## config.mk

```make
export PLATFORM = sky130hd
export DESIGN_NAME = phantom_rtc_gate
export DESIGN_NICKNAME = d
export VERILOG_FILES = /design/src/rtl/phantom_rtc_gate.sv
export SDC_FILE = /design/constraint.sdc
export NUM_CORES = 1
export LEC_CHECK = 0
export BUFFER_PORTS_ARGS = -buffer_cell sky130_fd_sc_hd__buf_2
export CAP_MARGIN = 20
export CELL_PAD_IN_SITES_DETAIL_PLACEMENT = 0
export CELL_PAD_IN_SITES_GLOBAL_PLACEMENT = 1
export CORE_MARGIN = 1
export CORE_UTILIZATION = 44
export CTS_CLUSTER_SIZE = 20
export DETAILED_ROUTE_END_ITERATION = 8
export PLACE_DENSITY_LB_ADDON = 0.08
export SLEW_MARGIN = 20
export SYNTH_ARGS = -nofsm -noshare
export SYNTH_HDL_FRONTEND = slang
export SYNTH_SLANG_ARGS = --single-unit
```

## constraint.sdc

```tcl
create_clock -name C7M -period 6.7 [get_ports C7M]
set_input_delay 1.005 -clock C7M [delete_from_list [all_inputs] [get_ports C7M]]
set_output_delay 1.005 -clock C7M [all_outputs]
set_load 0.05 [all_outputs]
```

## src/rtl/phantom_rtc_gate.sv

```systemverilog
// rtl/phantom_rtc_gate.sv - phantom clock unlock sequencer and ROM/RAM select gate
// Detects the 64-bit write key, then owns 64 accesses as a serial time transfer.
module phantom_rtc_gate #(
  parameter logic [63:0] KEY    = 64'h5CA33AC55CA33AC5,
  parameter int          TOUT_W = 20
) (
  input  logic        C7M,
  input  logic        nRES,
  input  logic        AccStb,
  input  logic        AccWR,
  input  logic        BitIn,
  input  logic [63:0] TimeIn,
  output logic        RomGate,
  output logic        RTCDOE,
  output logic        RTCBit,
  output logic        TimeWr,
  output logic [63:0] TimeOut
);

  typedef enum logic [1:0] {
    S_IDLE  = 2'd0,
    S_MATCH = 2'd1,
    S_XFER  = 2'd2,
    S_DONE  = 2'd3
  } state_e;

  state_e            state_q, state_d;
  logic [6:0]        kc_q, kc_d;
  logic [5:0]        xc_q, xc_d;
  logic              wr_seen_q, wr_seen_d;
  logic [63:0]       sr_q, sr_d;
  logic [TOUT_W-1:0] tout_q, tout_d;

  logic key_bit;
  logic key_hit;
  logic key_restart;
  logic tout_expired;
  logic [TOUT_W-1:0] tout_inc;

  assign key_bit      = KEY[kc_q[5:0]];
  assign key_hit      = AccWR & (BitIn == key_bit);
  assign key_restart  = AccWR & (BitIn == KEY[0]);
  assign tout_expired = (&tout_q) & ~AccStb;
  assign tout_inc     = tout_q + {{(TOUT_W-1){1'b0}}, 1'b1};

  always_ff @(posedge C7M or negedge nRES) begin
    if (!nRES) begin
      state_q   <= S_IDLE;
      kc_q      <= 7'd0;
      xc_q      <= 6'd0;
      wr_seen_q <= 1'b0;
      sr_q      <= 64'd0;
      tout_q    <= '0;
    end else begin
      state_q   <= state_d;
      kc_q      <= kc_d;
      xc_q      <= xc_d;
      wr_seen_q <= wr_seen_d;
      sr_q      <= sr_d;
      tout_q    <= tout_d;
    end
  end

  // tout defaults to clear; only idle cycles in MATCH/XFER let it advance.
  always_comb begin
    state_d   = state_q;
    kc_d      = kc_q;
    xc_d      = xc_q;
    wr_seen_d = wr_seen_q;
    sr_d      = sr_q;
    tout_d    = '0;
    case (state_q)
      S_IDLE, S_MATCH: begin
        if (AccStb) begin
          if (key_hit) begin
            if (kc_q == 7'd63) begin
              state_d   = S_XFER;
              kc_d      = 7'd64;
              sr_d      = TimeIn;
              xc_d      = 6'd0;
              wr_seen_d = 1'b0;
            end else begin
              state_d = S_MATCH;
              kc_d    = kc_q + 7'd1;
            end
          end else if (key_restart) begin
            state_d = S_MATCH;
            kc_d    = 7'd1;
          end else begin
            state_d = S_IDLE;
            kc_d    = 7'd0;
          end
        end else if (state_q == S_MATCH) begin
          if (tout_expired) begin
            state_d = S_IDLE;
            kc_d    = 7'd0;
          end else begin
            tout_d = tout_inc;
          end
        end
      end
      S_XFER: begin
        if (AccStb) begin
          if (AccWR) begin
            sr_d[xc_q] = BitIn;
            wr_seen_d  = 1'b1;
          end
          xc_d = xc_q + 6'd1;
          // The wrap of xc closes the transfer; any write makes it a time update.
          if (xc_q == 6'd63) begin
            state_d = (wr_seen_q | AccWR) ? S_DONE : S_IDLE;
            kc_d    = 7'd0;
          end
        end else if (tout_expired) begin
          state_d = S_IDLE;
          kc_d    = 7'd0;
        end else begin
          tout_d = tout_inc;
        end
      end
      S_DONE: begin
        state_d = S_IDLE;
        kc_d    = 7'd0;
      end
      default: begin
        state_d = S_IDLE;
        kc_d    = 7'd0;
      end
    endcase
  end

  assign RomGate = (state_q != S_XFER);
  assign RTCDOE  = (state_q == S_XFER) & ~AccWR;
  assign RTCBit  = (state_q == S_XFER) & sr_q[xc_q];
  assign TimeWr  = (state_q == S_DONE);
  assign TimeOut = sr_q;

endmodule
```

Word level (Yosys, flattened, before mapping)
Memory sizes are Yosys's and may differ from the RTL's.
Cells that the tools add are included.
- bits in registers: 100
- ROM bits: 64
- input bits: 69
- logic and storage cells: 90
- memories: 1
- memory list (name ; depth ; width ; read ports ; clocked after Yosys merged registers in ; wr ports ; RTL line ; source):
    (no name shown) ; 64 ; 1 ; 1 ; 0 ; 0 ; 40 ; assign key_bit = KEY[kc_q[5:0]];
- add/subtract/negate cells: 3
- $lt $le $gt $ge: 3
- equal/unequal tests: 14
- muxes and demuxes: 47
- bitwise operators: 8
- reduce and logical (&&, ||, !) cells: 8
- operators by type and width (cell ; count):
    64-bit two-way mux ; 5
    64-bit one-hot mux with 2 select lines ; 1
    20-bit two-way mux ; 4
    64-bit bitwise mux ; 1
    7-bit two-way mux ; 7
    20-bit one-hot mux with 2 select lines ; 1
    6-bit two-way mux ; 4
    7-bit one-hot mux with 3 select lines ; 1
    20-bit by 1-bit adder with 20-bit output (second input constant) ; 1
    20-bit AND reduction ; 1
    2-bit two-way mux ; 8
    6-bit by 7-bit < comparator with 1-bit output (second input constant) ; 2
    2-bit inequality test (second input constant) ; 6
    6-bit one-hot mux with 2 select lines ; 1
    1-bit two-way mux ; 10
    7-bit by 1-bit adder with 7-bit output (second input constant) ; 1
    7-bit by 6-bit == test with 1-bit output (second input constant) ; 1
    6-bit by 1-bit adder with 6-bit output (second input constant) ; 1
    1-bit binary-select mux with 6-bit select ; 1
    1-bit demux with 6-bit select ; 1
    6-bit == test (second input constant) ; 1
    6-bit by 1-bit greater-or-equal comparator with 1-bit output (second input constant) ; 1
    3-bit inequality test (second input constant) ; 2
    2-bit one-hot mux with 3 select lines ; 1
    14 further kinds ; 20

Longest topological paths before layout
Gate-level depths: netlist of run 1.
- depth in word-level cells: 8
- depth in mapped cells: 9
- depth with buffers taken out: 7

Least setup slack after synthesis of run 1
Ideal clock, no wire load.
- kind: flip-flop to output port
- start point: reg state_q[1]
- end point: out RTCDOE
- arrival: 2129 ps
- slack: 3566 ps
- stages on the path, launching flop included: 7
- path buffers: 3
- cell sequence: dfrtp_1 > nor2b_1 > buf_2 > inv_2 > clkbuf_1 > buf_1 > nor2_1
- cells in the longest elaborated chain, start to end: 2
- ends and longest elaborated chain (element ; RTL line ; source):
    from (decl) ; 27 ; state_e state_q, state_d;
    from (signal assigned) ; 55 ; state_q <= state_d;
    2-bit == test ; 133 ; assign RTCDOE = (state_q == S_XFER) & ~AccWR;
    1-bit AND ; 133 ;
    to (decl) ; 14 ; output logic RTCDOE,
Every way passes these cells.

Worst setup path in the final report of run 1
- start point: reg xc_q[0]
- end point: out RTCBit
- cells in the longest elaborated chain, start to end: 3
- ends and longest elaborated chain (element ; RTL line ; source):
    from (decl) ; 29 ; logic [5:0] xc_q, xc_d;
    from (signal assigned) ; 50 ; xc_q <= 6'd0;
    from (signal assigned) ; 57 ; xc_q <= xc_d;
    1-bit binary-select mux with 6-bit select ; 134 ; assign RTCBit = (state_q == S_XFER) & sr_q[xc_q];
    1-bit two-way mux (not written as such) ; 134 ;
    1-bit AND ; 134 ;
    to (decl) ; 15 ; output logic RTCBit,
Every way passes these cells. The select of a mux whose other input is x is not followed.

==> results of run 1 <==
-- layout by cell type (no fill, tap or decap), types with 11 or more instances in the layout --
| cell type | netlist | routed |
|---|---|---|
| xor2_1 | 15 | 15 |
| o21ai_0 | 60 | 59 |
| mux2_1 | 18 | 18 |
| inv_1 | 16 | 16 |
| nand2_1 | 85 | 85 |
| dfrtp_1 | 100 | 99 |
| a211oi_1 | 19 | 19 |
| buf_4 | 1 | 11 |
| mux2i_1 | 22 | 22 |
| buf_2 | 12 | 135 |
| nor2_1 | 55 | 55 |
| nand3_1 | 19 | 19 |
| a21oi_1 | 93 | 93 |
| a31oi_1 | 13 | 13 |
-- worst max-delay path, stage by stage, from the launching register on --
cell	delay (ns)
dfrtp_2	0.97
mux2_2	0.41
a221oi_1	0.29
a21oi_1	0.06
o21ai_0	0.18
o2111ai_1	0.13
o31a_1	0.29
buf_2	0.22
-- through the flow --
stage	power (mW)	setup WS (ns)	util
2_1_floorplan	1.31	3.57	-
3_3_place_gp	1.50	3.24	0.514
3_5_place_dp	1.51	3.16	0.514
4_1_cts	2.04	2.76	0.536
5_1_grt	2.14	2.61	0.536
6_report	2.03	2.76	0.536
-- cell families after synthesis --
family / count (synthesis) / synth area share
simple gates: 216 / 0.164
fa+ha+maj: 4 / 0.00771
buf+inv: 69 / 0.0487
compound gates: 236 / 0.229
xor+xnor: 23 / 0.0373
mux: 53 / 0.107
flops: 100 / 0.406
-- sequential cells by signal, indices dropped and copies added, names as in the netlist --
signal and flops:
TimeOut 64, kc_q 7, state_q 2, tout_q 20, wr_seen_q 1, xc_q 6
-- cell usage after synthesis, types with 4 or more instances --
| library cell | n | share of area |
|---|---|---|
| mux2i_1 | 22 | 0.036 |
| a211oi_1 | 19 | 0.023 |
| o2bb2a_1 | 6 | 0.0097 |
| nand2_1 | 85 | 0.052 |
| a22o_1 | 4 | 0.0057 |
| xnor2_1 | 6 | 0.0085 |
| buf_2 | 12 | 0.0097 |
| nand3_1 | 19 | 0.015 |
| a21oi_1 | 93 | 0.075 |
| nand4_1 | 7 | 0.0071 |
| clkbuf_1 | 31 | 0.019 |
| mux4_2 | 6 | 0.022 |
| and2_1 | 6 | 0.0061 |
| o21ai_0 | 60 | 0.049 |
| nor2b_1 | 6 | 0.0061 |
| nor2_1 | 55 | 0.033 |
| o22a_1 | 6 | 0.0085 |
| dfrtp_1 | 100 | 0.41 |
| a31oi_1 | 13 | 0.013 |
| mux2_2 | 4 | 0.0073 |
| o22ai_1 | 8 | 0.0081 |
| o211ai_1 | 4 | 0.0049 |
| xor2_1 | 15 | 0.021 |
| buf_1 | 5 | 0.0030 |
| mux2_1 | 18 | 0.033 |
| and3_1 | 9 | 0.0091 |
| nor3_1 | 6 | 0.0049 |
| inv_1 | 16 | 0.0097 |
-- layer usage --
metal,global-route usage,part of all wire,up-vias
met3,0.0561,0.072,22
met2,0.424,0.45,245
met4,0.0748,0.018,0
met1,0.413,0.46,2865
li1,-,-,2750
met5,0,0,-
-- area by class of cell --
class	count	share of cell area
multi-input combinational	532	0.468
sequential	100	0.347
timing repair buffer	146	0.105
clock buffer	10	0.0332
tap	176	0.0306
inverter	17	0.00885
clock inverter	6	0.00729
-- where the power goes --
group / internal [mW] / total [mW] / switching [mW] / leakage (nW)
Clock: 0.269 / 0.528 / 0.259 / 0.138
Sequential: 0.670 / 0.800 / 0.130 / 1.31
Combinational: 0.243 / 0.699 / 0.457 / 2.06
-- worst max-delay path by stage --
stage | slack, ns | cells after the start | endpoint | start
2_1_floorplan | 3.57 | 6 | RTCDOE | state_q[1]
3_3_place_gp | 3.24 | 7 | RTCBit | xc_q[0]
3_5_place_dp | 3.16 | 7 | RTCBit | xc_q[0]
4_1_cts | 2.76 | 7 | RTCBit | xc_q[0]
5_1_grt | 2.61 | 7 | RTCBit | xc_q[0]
6_report | 2.76 | 7 | RTCBit | xc_q[0]
==> results_dict.tcl, run 1 <==
set metrics [dict create \
    worstPathMaxFanout 47 \
    hold_buffers 0 \
    totalWireLength_um 19600 \
    hold_end "tout_q[0]" \
    yosysWarnings 0 \
    dieArea_um2 14500 \
    whs_path_depth 1 \
    synth_edf_count 0 \
    syn_nets 773 \
    globalRouteTotalUtil 0.282 \
    htree_levels 3 \
    gr-total-overflow 0 \
    first_pass_iters 6 \
    setup_viol 0 \
    cap_violations 0 \
    synth_ff_type "dfrtp_1" \
    fmax_mhz 254 \
    cts_inserted_buffers 9 \
    leakagePower_nw 3.51 \
    worstSkewPairLatency_ns 0.36 \
    antenna_found_initial 0 \
    grt_pass1_vias 5645 \
    skew_ns 0.00855 \
    r2r_end "TimeOut[58]" \
    ant_nets 0 \
    regArea_um2 2500 \
    rsz0062_at_grt "no" \
    relSlewSlack 0.243 \
    worstRegToRegCells 7 \
    drt_iter0_markers 664 \
    dp.cells 971 \
    wire_per_inst_um 19.9 \
    fillers 1318 \
    cts_tree "done" \
    clock-root-buffer "clkbuf_16" \
    hp-start "tout_q[0]" \
    coreArea_um2 13500 \
    clkTransAtPathRegs_ns 0.08 \
    worst_pin_slew_ns 1.13 \
    drc 0 \
    finalHoldViolCount 0 \
    fp-row-count 42 \
    syn_inst 701 \
    die_w_um 120 \
    setup_tns_ns 0 \
    cts_num_sinks 100 \
    post-route-min-period_ns 3.94 \
    r2r_start "state_q[1]" \
    hp-class "reg2reg" \
    areaGrowthSynthToFinish_pct 16.8 \
    worstPathArrival_ns 2.93 \
    clk_path_buf_depth 2 \
    start_kind "flip-flop" \
    period_share 0.587 \
    crit_path_end_kind "output pin" \
    cts_resized 0 \
    finalMaxSlewViolations 0 \
    multiInputGateArea_um2 3370 \
    grt_max_degree 68 \
    synth.avg_cell_area_um2 8.80 \
    ir_drop_v 0.000124 \
    synth.distinct_cells 64 \
    via_per_inst 5.96 \
    grt_pass1_wl_um 31300 \
    placement.cell_area_um2 6920 \
    gp_congestion 0.880 \
    io_pins 137 \
    vias 5882 \
    start_util 0.459 \
    seq_area_frac_synth 0.406 \
    worstPathRequired_ns 5.69 \
    syn_area_um2 6170 \
    die_h_um 120 \
    outcome "finished clean" \
    drive_gt1_frac 0.229 \
    nNetsFinal 878 \
    worstSetupPathType "reg2out" \
    final_area_um2 7210 \
    port_buffers 136 \
    async_reset_ff_frac 1.00 \
    hpwlAfterDp_um 14300 \
    p_per_area_nw_per_um2 281 \
    rrSetupSlack_ns 3.48 \
    n_antenna_cell 0 \
    finalHoldWorstSlack_ns 0.529 \
    synth_seq_cells 100 \
    cts_setup_buffers 0 \
    final_cells 987 \
]
(Power assumes the default switching activity.)
==> inputs of run 2 (changes only) <==
--- a/config.mk
+++ b/config.mk
@@ -10,7 +10,7 @@
 export CELL_PAD_IN_SITES_DETAIL_PLACEMENT = 0
 export CELL_PAD_IN_SITES_GLOBAL_PLACEMENT = 1
 export CORE_MARGIN = 1
-export CORE_UTILIZATION = 44
+export CORE_UTILIZATION = 41
 export CTS_CLUSTER_SIZE = 20
 export DETAILED_ROUTE_END_ITERATION = 8
 export PLACE_DENSITY_LB_ADDON = 0.08
==> constraint.sdc (replaced) <==
create_clock -name C7M -period 4.1 [get_ports C7M]
set_input_delay 0.615 -clock C7M [delete_from_list [all_inputs] [get_ports C7M]]
set_output_delay 0.615 -clock C7M [all_outputs]
set_load 0.05 [all_outputs]
==> results_dict.tcl, run 2 (synthesized netlist as in run 1, its figures left out) <==
set metrics [dict create \
    gr-total-overflow 0 \
    antenna_found_initial 0 \
    largest_register_ffs 64 \
    worst_pin_slew_ns 0.911 \
    cts_resized 0 \
    io_pins 137 \
    fp-row-count 44 \
    n_antenna_cell 0 \
    cts_num_sinks 100 \
    p_int_mw 1.91 \
    rsz0062_at_grt "no" \
    die_h_um 125 \
    cp_num_buf_inv 2 \
    crit_path_end_kind "output pin" \
    nNetsFinal 882 \
    finalHoldViolCount 0 \
    worstRegToRegCells 7 \
    setup_viol 0 \
    worstSkewPairLatency_ns 0.36 \
    cts_inserted_buffers 9 \
    skew_ns 0.00677 \
    totalWireLength_um 20300 \
    ant_nets 0 \
    clk_path_buf_depth 2 \
    die_w_um 125 \
    r2r_start "state_q[1]" \
    relSlewSlack 0.388 \
    worstSetupPathType "reg2out" \
    cap_violations 0 \
    gp_congestion 0.869 \
    fillers 1418 \
    leakagePower_nw 3.52 \
    globalRouteTotalUtil 0.265 \
    coreArea_um2 14600 \
    grt_pass1_vias 5667 \
    drive_gt1_frac 0.233 \
    p_switching_mw 1.39 \
    setup_tns_ns 0 \
    path_cells "inv_1 > and3_1 > a222oi_1 > o2111ai_1 > o31a_1 > buf_2" \
    cpMaxStageDelayCell "dfrtp_1" \
    post-route-min-period_ns 3.58 \
    ir_drop_v 0.000228 \
    vias 5948 \
    clock_power_share 0.251 \
    fmax_mhz 279 \
    worstPathMaxFanout 23 \
    layout_commonest_cell "buf_2" \
    worstPathRequired_ns 3.48 \
    regArea_um2 2500 \
    via_per_inst 5.95 \
    cp-startpoint "xc_q[1]" \
    hp-class "in2async" \
    final_util 0.496 \
    outcome "finished clean" \
    cts_setup_buffers 0 \
    finalMaxSlewViolations 0 \
    combPwrFrac 0.357 \
    cts_tree "done" \
    start_util 0.423 \
    grt_pass1_wl_um 32000 \
    cp_top_family "compound AO/OA/AOI/OAI gates" \
    pwr-share-seq 0.392 \
    hold_buffers 0 \
    htree_levels 3 \
    p_per_area_nw_per_um2 457 \
    max_stage_delay_ns 0.80 \
    port_buffers 136 \
    drc 0 \
    final_cell_mix "buf_2 (135), dfrtp_1 (99), a21oi_1 (93)" \
    swShare 0.421 \
    worstPathArrival_ns 2.97 \
    multiInputGateArea_um2 3370 \
    rrSetupSlack_ns 1.23 \
    areaGrowthSynthToFinish_pct 17.2 \
    period_share 0.873 \
    r2r_end "TimeOut[32]" \
    drt_iter0_markers 500 \
    hpwlAfterDp_um 14700 \
    clkTransAtPathRegs_ns 0.07 \
    first_pass_iters 6 \
    clock-root-buffer "clkbuf_16" \
    grt_max_degree 55 \
    start_kind "flip-flop" \
    wire_per_inst_um 20.3 \
    dieArea_um2 15500 \
]
## run 2: final cells by class
| type | instances | share of cell area |
|---|---|---|
| inverter | 17 | 0.00883 |
| multi-input combinational | 532 | 0.466 |
| tap | 184 | 0.0318 |
| clock inverter | 7 | 0.00692 |
| timing repair buffer | 150 | 0.109 |
| sequential | 100 | 0.346 |
| clock buffer | 9 | 0.0311 |
## run 2: worst max path at each step
stage	endpoint	slack (ns)	cells past startpoint
after global routing	RTCBit	0.37	6
after floorplan	RTCDOE	1.36	6
after global placement	RTCBit	1.08	6
after detailed placement	RTCBit	0.96	6
final	RTCBit	0.52	6
after CTS	RTCBit	0.56	6
## run 2: per-stage QoR
step	hold WS [ns]	setup slack (ns)	area, um2	cells	power (mW)
6_report	0.0339	0.520	7230	999	3.31
5_1_grt	0.0245	0.372	7230	999	3.48
2_1_floorplan	0.319	1.36	6170	701	2.14
3_3_place_gp	0.410	1.08	6960	983	2.47
3_5_place_dp	0.413	0.960	6960	983	2.49
4_1_cts	0.0297	0.562	7230	999	3.32
## run 2: power by group through the flow
stage	logic (mW)	clock network (mW)	registers [mW]
after detailed placement	1.18	0	1.31
final	1.18	0.828	1.30
after floorplan	0.669	0	1.47
after global routing	1.27	0.889	1.32
after CTS	1.18	0.844	1.29
after global placement	1.16	0	1.31
## run 2: metal layers
layer / vias up / part of all wire / wire length [um] / track usage
met5: - / 0 / 0 / 0
met1: 2891 / 0.46 / 9370 / 0.394
met2: 288 / 0.45 / 9060 / 0.395
met3: 21 / 0.077 / 1560 / 0.0404
met4: 0 / 0.015 / 312 / 0.0808
li1: 2748 / - / - / -
==> inputs of run 3 (changes only) <==
--- a/config.mk
+++ b/config.mk
@@ -5,12 +5,12 @@
 export SDC_FILE = /design/constraint.sdc
 export NUM_CORES = 1
 export LEC_CHECK = 0
+export ABC_AREA = 1
 export BUFFER_PORTS_ARGS = -buffer_cell sky130_fd_sc_hd__buf_2
-export CAP_MARGIN = 20
 export CELL_PAD_IN_SITES_DETAIL_PLACEMENT = 0
 export CELL_PAD_IN_SITES_GLOBAL_PLACEMENT = 1
 export CORE_MARGIN = 1
-export CORE_UTILIZATION = 41
+export CORE_UTILIZATION = 39
 export CTS_CLUSTER_SIZE = 20
 export DETAILED_ROUTE_END_ITERATION = 8
 export PLACE_DENSITY_LB_ADDON = 0.08
==> results_dict.tcl, run 3 <==
set metrics [dict create \
    yosys.area_share.simple 0.448 \
    hpwlAfterDp_um 15500 \
    grt_pass1_vias 6671 \
    cpMaxStageDelayCell "dfrtp_1" \
    hold_buffers 0 \
    largest_register_ffs 64 \
    via_per_inst 5.48 \
    syn_area_um2 6930 \
    wire_per_inst_um 17.1 \
    cts_tree "done" \
    antenna_found_initial 0 \
    muxShareOfSynthArea 0 \
    port_buffers 136 \
    start_util 0.400 \
    vias 7512 \
    fp-row-count 48 \
    nNetsFinal 1214 \
    synthTopCellsByCount "nand2_1 (465), nand4_1 (138), dfrtp_1 (100), o21ai_0 (82), nor2_1 (48)" \
    seq_area_frac_synth 0.361 \
    synth.distinct_cells 35 \
    cp_top_family "buffers and inverters" \
    areaGrowthSynthToFinish_pct 14.9 \
    totalWireLength_um 23400 \
    clkTransAtPathRegs_ns 0.08 \
    layout_commonest_cell "nand2_1" \
    synth.most_common_cell "nand2_1" \
    cp_num_buf_inv 4 \
    ant_nets 0 \
    worstPathMaxFanout 20 \
    synth.avg_cell_area_um2 6.55 \
    n_antenna_cell 0 \
    io_pins 137 \
    synth_edf_count 0 \
    final_cells 1372 \
    leakagePower_nw 3.85 \
    cap_violations 0 \
    synth_ff_type "dfrtp_1" \
    synth_xor_area_frac 0.0202 \
    ir_drop_v 0.000199 \
    async_reset_ff_frac 1.00 \
    drt_iter0_markers 612 \
    die_w_um 135 \
    dieArea_um2 18300 \
    crit_path_end_kind "output pin" \
    post-route-min-period_ns 3.66 \
    worstSetupPathType "reg2out" \
    start_kind "flip-flop" \
    skew_ns 0.00589 \
    path_cells "inv_1 > nand3_1 > inv_1 > nand2_1 > nand2_1 > inv_1 > nand4_1 > nand2_1 > nand2_1 > nor2_1 > a21oi_1 > buf_2" \
    yosysTopAreaCellShare 0.361 \
    period_share 0.892 \
    cts_num_sinks 100 \
    cp-startpoint "xc_q[0]" \
    grt_pass1_wl_um 37300 \
    htree_levels 3 \
    synth_top_family_by_area "simple AND/OR/NAND/NOR gates" \
    cp-endpoint "RTCBit" \
    relSlewSlack 0.434 \
    setup_tns_ns 0 \
    syn_nets 1130 \
    final_area_um2 7960 \
    yosysWarnings 0 \
    clk_path_buf_depth 2 \
    final_cell_mix "nand2_1 (463), nand4_1 (138), buf_2 (135)" \
    r2r_end "TimeOut[22]" \
    worstRegToRegCells 11 \
    gr-total-overflow 0 \
    coreArea_um2 17300 \
    finalHoldViolCount 0 \
    cts_setup_buffers 0 \
    hp-class "in2async" \
    max_stage_delay_ns 0.62 \
    r2r_start "kc_q[0]" \
    worstPathRequired_ns 3.48 \
    cp.depth 12 \
    rsz0062_at_grt "no" \
    cts_inserted_buffers 9 \
    cts_resized 0 \
    synth_top_area_cell "dfrtp_1" \
    rrSetupSlack_ns 1.64 \
    placement.cell_area_um2 7670 \
    outcome "finished clean" \
    grt_max_degree 80 \
    synthAdderAreaFrac 0.00542 \
    synth_compound_area_frac 0.0874 \
    fmax_mhz 274 \
    finalMaxSlewViolations 0 \
    worstSkewPairLatency_ns 0.36 \
    drive_gt1_frac 0.165 \
    worstPathArrival_ns 3.04 \
    setup_viol 0 \
    drc 0 \
    synth_area_leaders "dfrtp_1 (36%), nand2_1 (25%), nand4_1 (12%)" \
    dp.cells 1356 \
    gp_congestion 0.804 \
    syn_inst 1058 \
    crit_path_frequent_cell "nand2_1" \
    die_h_um 135 \
    p_per_area_nw_per_um2 275 \
    first_pass_iters 5 \
    worst_pin_slew_ns 0.849 \
    globalRouteTotalUtil 0.263 \
    synth_seq_cells 100 \
    clock-root-buffer "clkbuf_16" \
]
[run 3: changes by cell type in the layout (fill, tap and decap cells not counted), moves of 7 or more]
cell	before	now
a211oi_1	19	1
a21oi_1	93	18
a31oi_1	13	1
and3_1	9	0
inv_1	16	40
mux2_1	18	0
mux2i_1	22	0
nand2_1	85	463
nand3_1	19	27
nand4_1	7	138
nor2_1	55	48
o21ai_0	59	82
o22ai_1	8	0
[run 3: power breakdown]
group / total [mW] / switching (mW) / internal [mW]
clock network: 0.858 / 0.437 / 0.421
logic: 0.302 / 0.211 / 0.0910
registers: 1.03 / 0.0273 / 1.00
total: 2.19 / 0.675 / 1.51
[run 3: worst min-delay path by stage]
stage / start / endpoint / slack [ns]
3_5_place_dp: tout_q[0] / tout_q[0] / 0.45
4_1_cts: nRES / TimeOut[58] / 0.33
6_report: nRES / TimeOut[58] / 0.31
3_3_place_gp: tout_q[0] / tout_q[0] / 0.46
2_1_floorplan: nRES / TimeOut[0] / 0.32
5_1_grt: nRES / TimeOut[58] / 0.36
[run 3: logic make-up (layout without fill, tap and decap cells)]
| group | count (synthesis) | in the layout |
|---|---|---|
| AO/OA/AOI/OAI | 112 | 112 |
| XOR/XNOR | 16 | 16 |
| adder cells (fa/ha/maj) | 3 | 3 |
| buffers and inverters | 124 | 213 |
| flip-flops | 100 | 100 |
| AND/OR/NAND/NOR | 703 | 703 |
[run 3: layout make-up]
| cell class | count | area [um2] |
|---|---|---|
| Clock buffer | 9 | 225 |
| Clock inverter | 7 | 60.1 |
| Fill cell | 1874 | 9340 |
| Inverter | 48 | 181 |
| Multi-Input combinational cell | 834 | 3900 |
| Sequential cell | 100 | 2500 |
| Tap cell | 225 | 282 |
| Timing Repair Buffer | 149 | 806 |
[run 3: through the flow]
stage | power [mW] | utilization | hold WS [ns] | worst slack [ns]
finish | 2.19 | 0.460 | 0.309 | 0.444
global route | 2.29 | 0.460 | 0.362 | 0.140
CTS | 2.21 | 0.460 | 0.334 | 0.444
detailed placement | 1.35 | 0.444 | 0.451 | 0.853
global placement | 1.35 | 0.444 | 0.457 | 0.909
floorplan | 1.23 | - | 0.319 | 1.26
[run 3: metal layers]
metal	GRT usage	share of wire	up-vias
li1	-	-	3714
met1	0.399	0.49	3504
met2	0.388	0.44	269
met3	0.0311	0.058	25
met4	0.0749	0.016	0
met5	0	0	-
